$ cat src/rtl/kgp_risc_pkg.sv
// Shared branch-label definitions: widths, types and the label fit rule used by
// both the label encoder and the sign-extension side of the branch datapath.
package kgp_risc_pkg;

    localparam int WORD_W  = 32;
    localparam int LABEL_W = 24;

    typedef logic [WORD_W-1:0]  word_t;
    typedef logic [LABEL_W-1:0] label_t;

    // A byte offset fits a signed label when every bit from the label sign bit upward agrees.
    function automatic logic label_fits(input word_t diff);
        logic [WORD_W-LABEL_W:0] hi;
        hi = diff[WORD_W-1:LABEL_W-1];
        return (hi == {(WORD_W-LABEL_W+1){1'b0}}) || (hi == {(WORD_W-LABEL_W+1){1'b1}});
    endfunction

    function automatic word_t sext_label(input label_t lbl);
        return {{(WORD_W-LABEL_W){lbl[LABEL_W-1]}}, lbl};
    endfunction

endpackage

$ cat src/rtl/label_range_check.sv
// Combinational split of a 32-bit byte offset into its 24-bit label and a
// flag saying the label cannot represent the offset.
module label_range_check
    import kgp_risc_pkg::*;
(
    input  word_t  diff,
    output label_t label,
    output logic   ovf
);

    assign label = diff[LABEL_W-1:0];
    assign ovf   = !label_fits(diff);

endmodule

$ cat src/rtl/label_encoder.sv
// Two-stage valid/ready pipeline turning absolute branch targets into
// PC-relative labels, with a sticky overflow flag and saturating counter.
module label_encoder
    import kgp_risc_pkg::*;
#(
    parameter int CNT_W = 8
) (
    input  logic             clk,
    input  logic             rst,
    input  logic             in_valid,
    output logic             in_ready,
    input  logic [WORD_W-1:0]  target,
    input  logic [WORD_W-1:0]  pc,
    output logic             out_valid,
    input  logic             out_ready,
    output logic [LABEL_W-1:0] label,
    output logic             ovf,
    output logic             err,
    output logic [CNT_W-1:0] ovf_cnt,
    input  logic             clr_err
);

    localparam logic [CNT_W-1:0] CNT_MAX = {CNT_W{1'b1}};
    localparam logic [CNT_W-1:0] CNT_ONE = {{(CNT_W-1){1'b0}}, 1'b1};

    logic       s1_valid_q, s1_valid_d;
    word_t      s1_diff_q,  s1_diff_d;
    logic       s2_valid_q, s2_valid_d;
    label_t     label_q,    label_d;
    logic       ovf_q,      ovf_d;
    logic       err_q,      err_d;
    logic [CNT_W-1:0] cnt_q, cnt_d;

    logic       adv1, adv2, out_hs;
    label_t     rc_label;
    logic       rc_ovf;

    label_range_check u_range_check (
        .diff  (s1_diff_q),
        .label (rc_label),
        .ovf   (rc_ovf)
    );

    assign adv2   = !s2_valid_q || out_ready;
    assign adv1   = !s1_valid_q || adv2;
    assign out_hs = s2_valid_q && out_ready;

    // Reset forces in_ready high so the upstream never sees a stall while the pipe is being flushed.
    assign in_ready  = adv1 || rst;
    assign out_valid = s2_valid_q;
    assign label     = label_q;
    assign ovf       = ovf_q;
    assign err       = err_q;
    assign ovf_cnt   = cnt_q;

    // Next-state for both pipeline stages and the overflow bookkeeping.
    always_comb begin
        s1_valid_d = s1_valid_q;
        s1_diff_d  = s1_diff_q;
        s2_valid_d = s2_valid_q;
        label_d    = label_q;
        ovf_d      = ovf_q;
        err_d      = err_q;
        cnt_d      = cnt_q;

        if (adv1) begin
            s1_valid_d = in_valid;
            if (in_valid) begin
                s1_diff_d = target - pc;
            end else begin
                s1_diff_d = s1_diff_q;
            end
        end else begin
            s1_valid_d = s1_valid_q;
        end

        if (adv2) begin
            s2_valid_d = s1_valid_q;
            if (s1_valid_q) begin
                label_d = rc_label;
                ovf_d   = rc_ovf;
            end else begin
                label_d = label_q;
                ovf_d   = ovf_q;
            end
        end else begin
            s2_valid_d = s2_valid_q;
        end

        // Clear first, then count, so a coincident overflowed handoff still registers.
        if (clr_err) begin
            err_d = 1'b0;
            cnt_d = {CNT_W{1'b0}};
        end else begin
            err_d = err_q;
            cnt_d = cnt_q;
        end

        if (out_hs && ovf_q) begin
            err_d = 1'b1;
            if (cnt_d == CNT_MAX) begin
                cnt_d = CNT_MAX;
            end else begin
                cnt_d = cnt_d + CNT_ONE;
            end
        end else begin
            err_d = err_d;
        end
    end

    // State registers with synchronous reset.
    always_ff @(posedge clk) begin
        if (rst) begin
            s1_valid_q <= 1'b0;
            s1_diff_q  <= {WORD_W{1'b0}};
            s2_valid_q <= 1'b0;
            label_q    <= {LABEL_W{1'b0}};
            ovf_q      <= 1'b0;
            err_q      <= 1'b0;
            cnt_q      <= {CNT_W{1'b0}};
        end else begin
            s1_valid_q <= s1_valid_d;
            s1_diff_q  <= s1_diff_d;
            s2_valid_q <= s2_valid_d;
            label_q    <= label_d;
            ovf_q      <= ovf_d;
            err_q      <= err_d;
            cnt_q      <= cnt_d;
        end
    end

endmodule

$ cat config.mk
export PLATFORM = sky130hd
export DESIGN_NAME = label_encoder
export DESIGN_NICKNAME = d
export VERILOG_FILES = /design/src/rtl/kgp_risc_pkg.sv /design/src/rtl/label_range_check.sv /design/src/rtl/label_encoder.sv
export SDC_FILE = /design/constraint.sdc
export NUM_CORES = 1
export LEC_CHECK = 0
export BUFFER_PORTS_ARGS = -buffer_cell sky130_fd_sc_hd__buf_2
export CORE_MARGIN = 2
export CORE_UTILIZATION = 40
export DETAILED_ROUTE_END_ITERATION = 8
export MAX_ROUTING_LAYER = met4
export PLACE_DENSITY_LB_ADDON = 0.05
export SLEW_MARGIN = 20
export SYNTH_ARGS = -nofsm -noshare
export SYNTH_HDL_FRONTEND = slang
export SYNTH_SLANG_ARGS = --single-unit
$ cat constraint.sdc
create_clock -name clk -period 3.3 [get_ports clk]
set_input_delay 0.33 -clock clk [delete_from_list [all_inputs] [get_ports clk]]
set_output_delay 0.33 -clock clk [all_outputs]
set_load 0.02 [all_outputs]
* Word-level counts from Yosys, hierarchy flattened *
Cells that the tools add are included.
W data, S select, Z words.

operators by class
  add/subtract/negate cells = 2
  eq/ne operators = 2
  muxes and demuxes = 5
  reductions and logical operators = 13

operators by type and width
  cell                   number
  $sub A32 B32 Y32       1
  $mux W8                3
  $eq A9 B9 Y1 const B   1
  $logic_not A9 Y1       1
  $add A8 B1 Y8 const B  1
  $eq A8 B8 Y1 const B   1
  $logic_or A1 B1 Y1     4
  $reduce_and A2 Y1      2
  $logic_not A1 Y1       3
  $logic_and A1 B1 Y1    2
  $mux W1                2
  $reduce_bool A2 Y1     1

word-level totals
  register bits = 68
  input bits = 69
  output and inout port bits = 36

* Logic depth before layout (Yosys ltp) *
  depth after elaboration = 4
  gate-level depth with buffers = 12

* Hierarchy *
A second synthesis with hierarchy kept.

second synthesis, totals
  cells, all modules = 606
  area, all modules = 4529.3 sq um

modules (own cells, without submodules)
  module             instances  cells an instance  area each (sq um)  sequential area each (sq um)
  label_encoder      1          574                4301.6             1361.3
  label_range_check  1          32                 227.7              0.0

* Worst setup path before layout *
No wires, ideal clock.

  path type = in2reg
  start = input port target[0]
  end = register s1_diff_q[28]
  arrival = 2.455 ns
  path slack = 0.717 ns
  cell stages on the path = 12
  buffers on the path = 0
  cells stage by stage = inv_1 ha_1 fa_1 nor2b_1 o2111ai_1 a31oi_1 o211ai_2 a21oi_1 a221oi_2 o221ai_1 mux2i_1 o21ai_1

on the way
  word-level cells in the longest chain between the ends = 1

ends and longest elaborated chain
  item                  RTL line              text
  from (decl)           label_encoder.sv:12   input logic [WORD_W-1:0] target,
  $sub A32 B32 Y32      label_encoder.sv:69   s1_diff_d = target - pc;
  to (signal assigned)  label_encoder.sv:115  s1_diff_q <= {WORD_W{1'b0}};
  to (signal assigned)  label_encoder.sv:123  s1_diff_q <= s1_diff_d;
  to (decl)             label_encoder.sv:27   word_t s1_diff_q, s1_diff_d;

No other way between the ends.
A chain may end at the register's enable or synchronous reset.

* Worst setup path after layout *
Ends and elaborated chain as after synthesis.

==> results.yml <==
placed_design:
  dpl_cell_area_mm2: 0.00497
  routabilityCongestion: 0.890
  hpwl_mm: 8.09
  port_buffers: 104
run_status:
  status: "finished, final reports clean"
layout:
  drive_gt1_frac: 0.207
  nFillCells: 1119
  finalInstanceArea_mm2: 0.00517
  seq_area_mm2: 0.00136
  multiInputGateArea_mm2: 0.00273
  syn2layout_area_growth_pct: 17.5
  nets: 769
  n_antenna_cell: 0
clocking:
  tritoncts: "done"
  clk_path_buf_depth: 2
  cts_resized: 0
  root_buffer: "clkbuf_8"
  clk_pin_slew_worst_paths_ns: 0.08
  cts_buffers: 9
  h-tree-depth: 3
  clock_latency_ns: 0.34
  cts_sinks: 68
  hold_buffers: 0
  post_cts_buffers: 0
flow_run:
  maxCapViolations: 0
synth:
  syn-cell-area_mm2: 0.00440
  syn_nets: 680
  synth_area_leaders: "dfxtp_1, ha_1, nand2_1"
  yosys.cell_count.top_type: "nand2_1"
  synth-edff-count: 0
  avgSynthCellArea_um2: 7.61
  synth_top_cell_area_share: 0.310
  yosysTopAreaCell: "dfxtp_1"
  synthCells: 578
  yosys_most_used_dff: "dfxtp_1"
  synth_common_cells: "nand2_1, a21oi_1, dfxtp_1, inv_1, ha_1"
  ys_seq_area_frac: 0.310
  synthArstFlopShare: 0
  synth-seq-cells: 68
  yosysWarnings: 0
  synth_cell_types: 65
timing:
  min_period_ns: 2.77
  rsz0062_at_grt: "false"
  fin_tns_setup_ns: 0
  slew_viol_final: 0
  skew_ns: 0.0137
  worst_pin_slew_ns: 1.03
  fin_crit_sh: 0.840
  finalHoldViolCount: 0
  max_freq_mhz: 361
  whs_ns: 0.226
  slew_headroom: 0.310
  finalSetupViolations: 0
die:
  dieArea_mm2: 0.0118
  die_h_um: 109
  fp-row-count: 38
  start_util: 0.407
  coreArea_mm2: 0.0108
  fp.dieW_um: 109
  io_pins: 105
detailed_routing:
  avgViaCountPerCell: 5.18
  vias: 4200
  drc: 0
  avgRoutedWirePerCell_um: 13.3
  routed_wl_mm: 10.8
  antenna_left: 0
  drt_pass1_iterations: 5
  drt-initial-drc-count: 388
global_route:
  grt_overflow_total: 0
  grt_max_degree: 69
  antenna_found_initial: 0
  track_usage: 0.186
  grt_pass1_wl_mm: 17.4
  grt_pass1_vias: 3764
critical_path:
  max_stage_delay_ns: 0.39
  cp_max_fo: 3
  crit_start: "target[0]"
  crit_type: "input pin to flip-flop"
  cp_data_arrival_time_ns: 2.97
  r2r-start: "out_valid"
  crit_path_start_kind: "input pin"
  required_ns: 3.50
  endpoint_kind: "flip-flop"
  slowest_stage: "fa_1"
  cp_cell_sequence: "buf_2, inv_1, ha_1, fa_1, nor2b_1, o2111ai_1, a31oi_1, o211ai_2, a21oi_1, a221oi_2, o221ai_1, mux2i_1, o21ai_1"
pwr:
  power.density_mw_per_mm2: 418
  ir_drop_mv: 0.205
  leakage_nw: 2.38
min_path:
  hold_path.class: "input pin to flip-flop"
  worstHoldStart: "in_valid"
report_power, final:
group	switching (mW)	internal, mW	total (mW)
logic	0.319	0.233	0.552
clock network	0.313	0.385	0.698
registers	0.0329	0.875	0.908
total	0.665	1.49	2.16
flip-flops by register name (all words and copies together) (netlist names):
register / cells
err: 1
label: 24
out_valid: 1
ovf: 1
ovf_cnt: 8
s1_diff_q: 32
s1_valid_q: 1
cell type report:
type,instances,share of cell area
Multi-Input combinational cell,440,0.529
Sequential cell,68,0.263
Timing Repair Buffer,107,0.105
Tap cell,140,0.0339
Inverter,41,0.0298
Clock buffer,11,0.0293
Clock inverter,4,0.00944
per-layer routing:
metal	vias up	share of wire	global-route usage
met2	120	0.42	0.274
li1	2189	-	-
met3	9	0.056	0.0257
met5	-	0	-
met1	1882	0.51	0.265
met4	0	0.0093	0.0513
critical path: cells and delay by family:
kind / cells / cell delay, ns
adder cells (fa/ha/maj): 2 / 0.63
AND/OR/NAND/NOR: 1 / 0.21
AO/OA/AOI/OAI: 7 / 1.48
multiplexers: 1 / 0.23
buffers and inverters: 2 / 0.10
kinds of logic after synthesis:
group,count (synthesis),share of synthesized area
AOI/OAI and AO/OA,163,0.239
xor gates and xnor gates,24,0.0478
adders and majority gates,33,0.0956
buffers and inverters,70,0.0694
DFF,68,0.310
muxes,2,0.00455
and+or+nand+nor,218,0.234
metrics by stage:
step | utilization | cells | total power, mW | setup WS [ns]
final | 0.479 | 811 | 2.16 | 0.528
after CTS | 0.479 | 811 | 2.17 | 0.550
after global placement | 0.460 | 796 | 1.47 | 0.286
after global routing | 0.479 | 811 | 2.27 | 0.368
after floorplan | - | 578 | 1.33 | 0.717
after detailed placement | 0.460 | 796 | 1.48 | 0.195
layout by cell type, fill, tap and decap left out, types with 11 or more instances in the layout:
cell type and n:
clkbuf_8 11, inv_1 41, ha_1 32, nor3_1 16, xnor2_1 20, o21ai_0 12, a21o_1 15, dfxtp_1 68
a21oi_1 78, nand3_1 21, nand2_1 105, nor2_1 30, buf_2 104
final timing paths:
path         slack (ns)  cells after the start             to
max reg2reg        1.11                      8  s1_diff_q[31]
max                0.53                     13  s1_diff_q[28]
min                0.23                      3     s1_valid_q
min reg2reg        0.44                      2      label[18]
(Power assumes the default switching activity.)
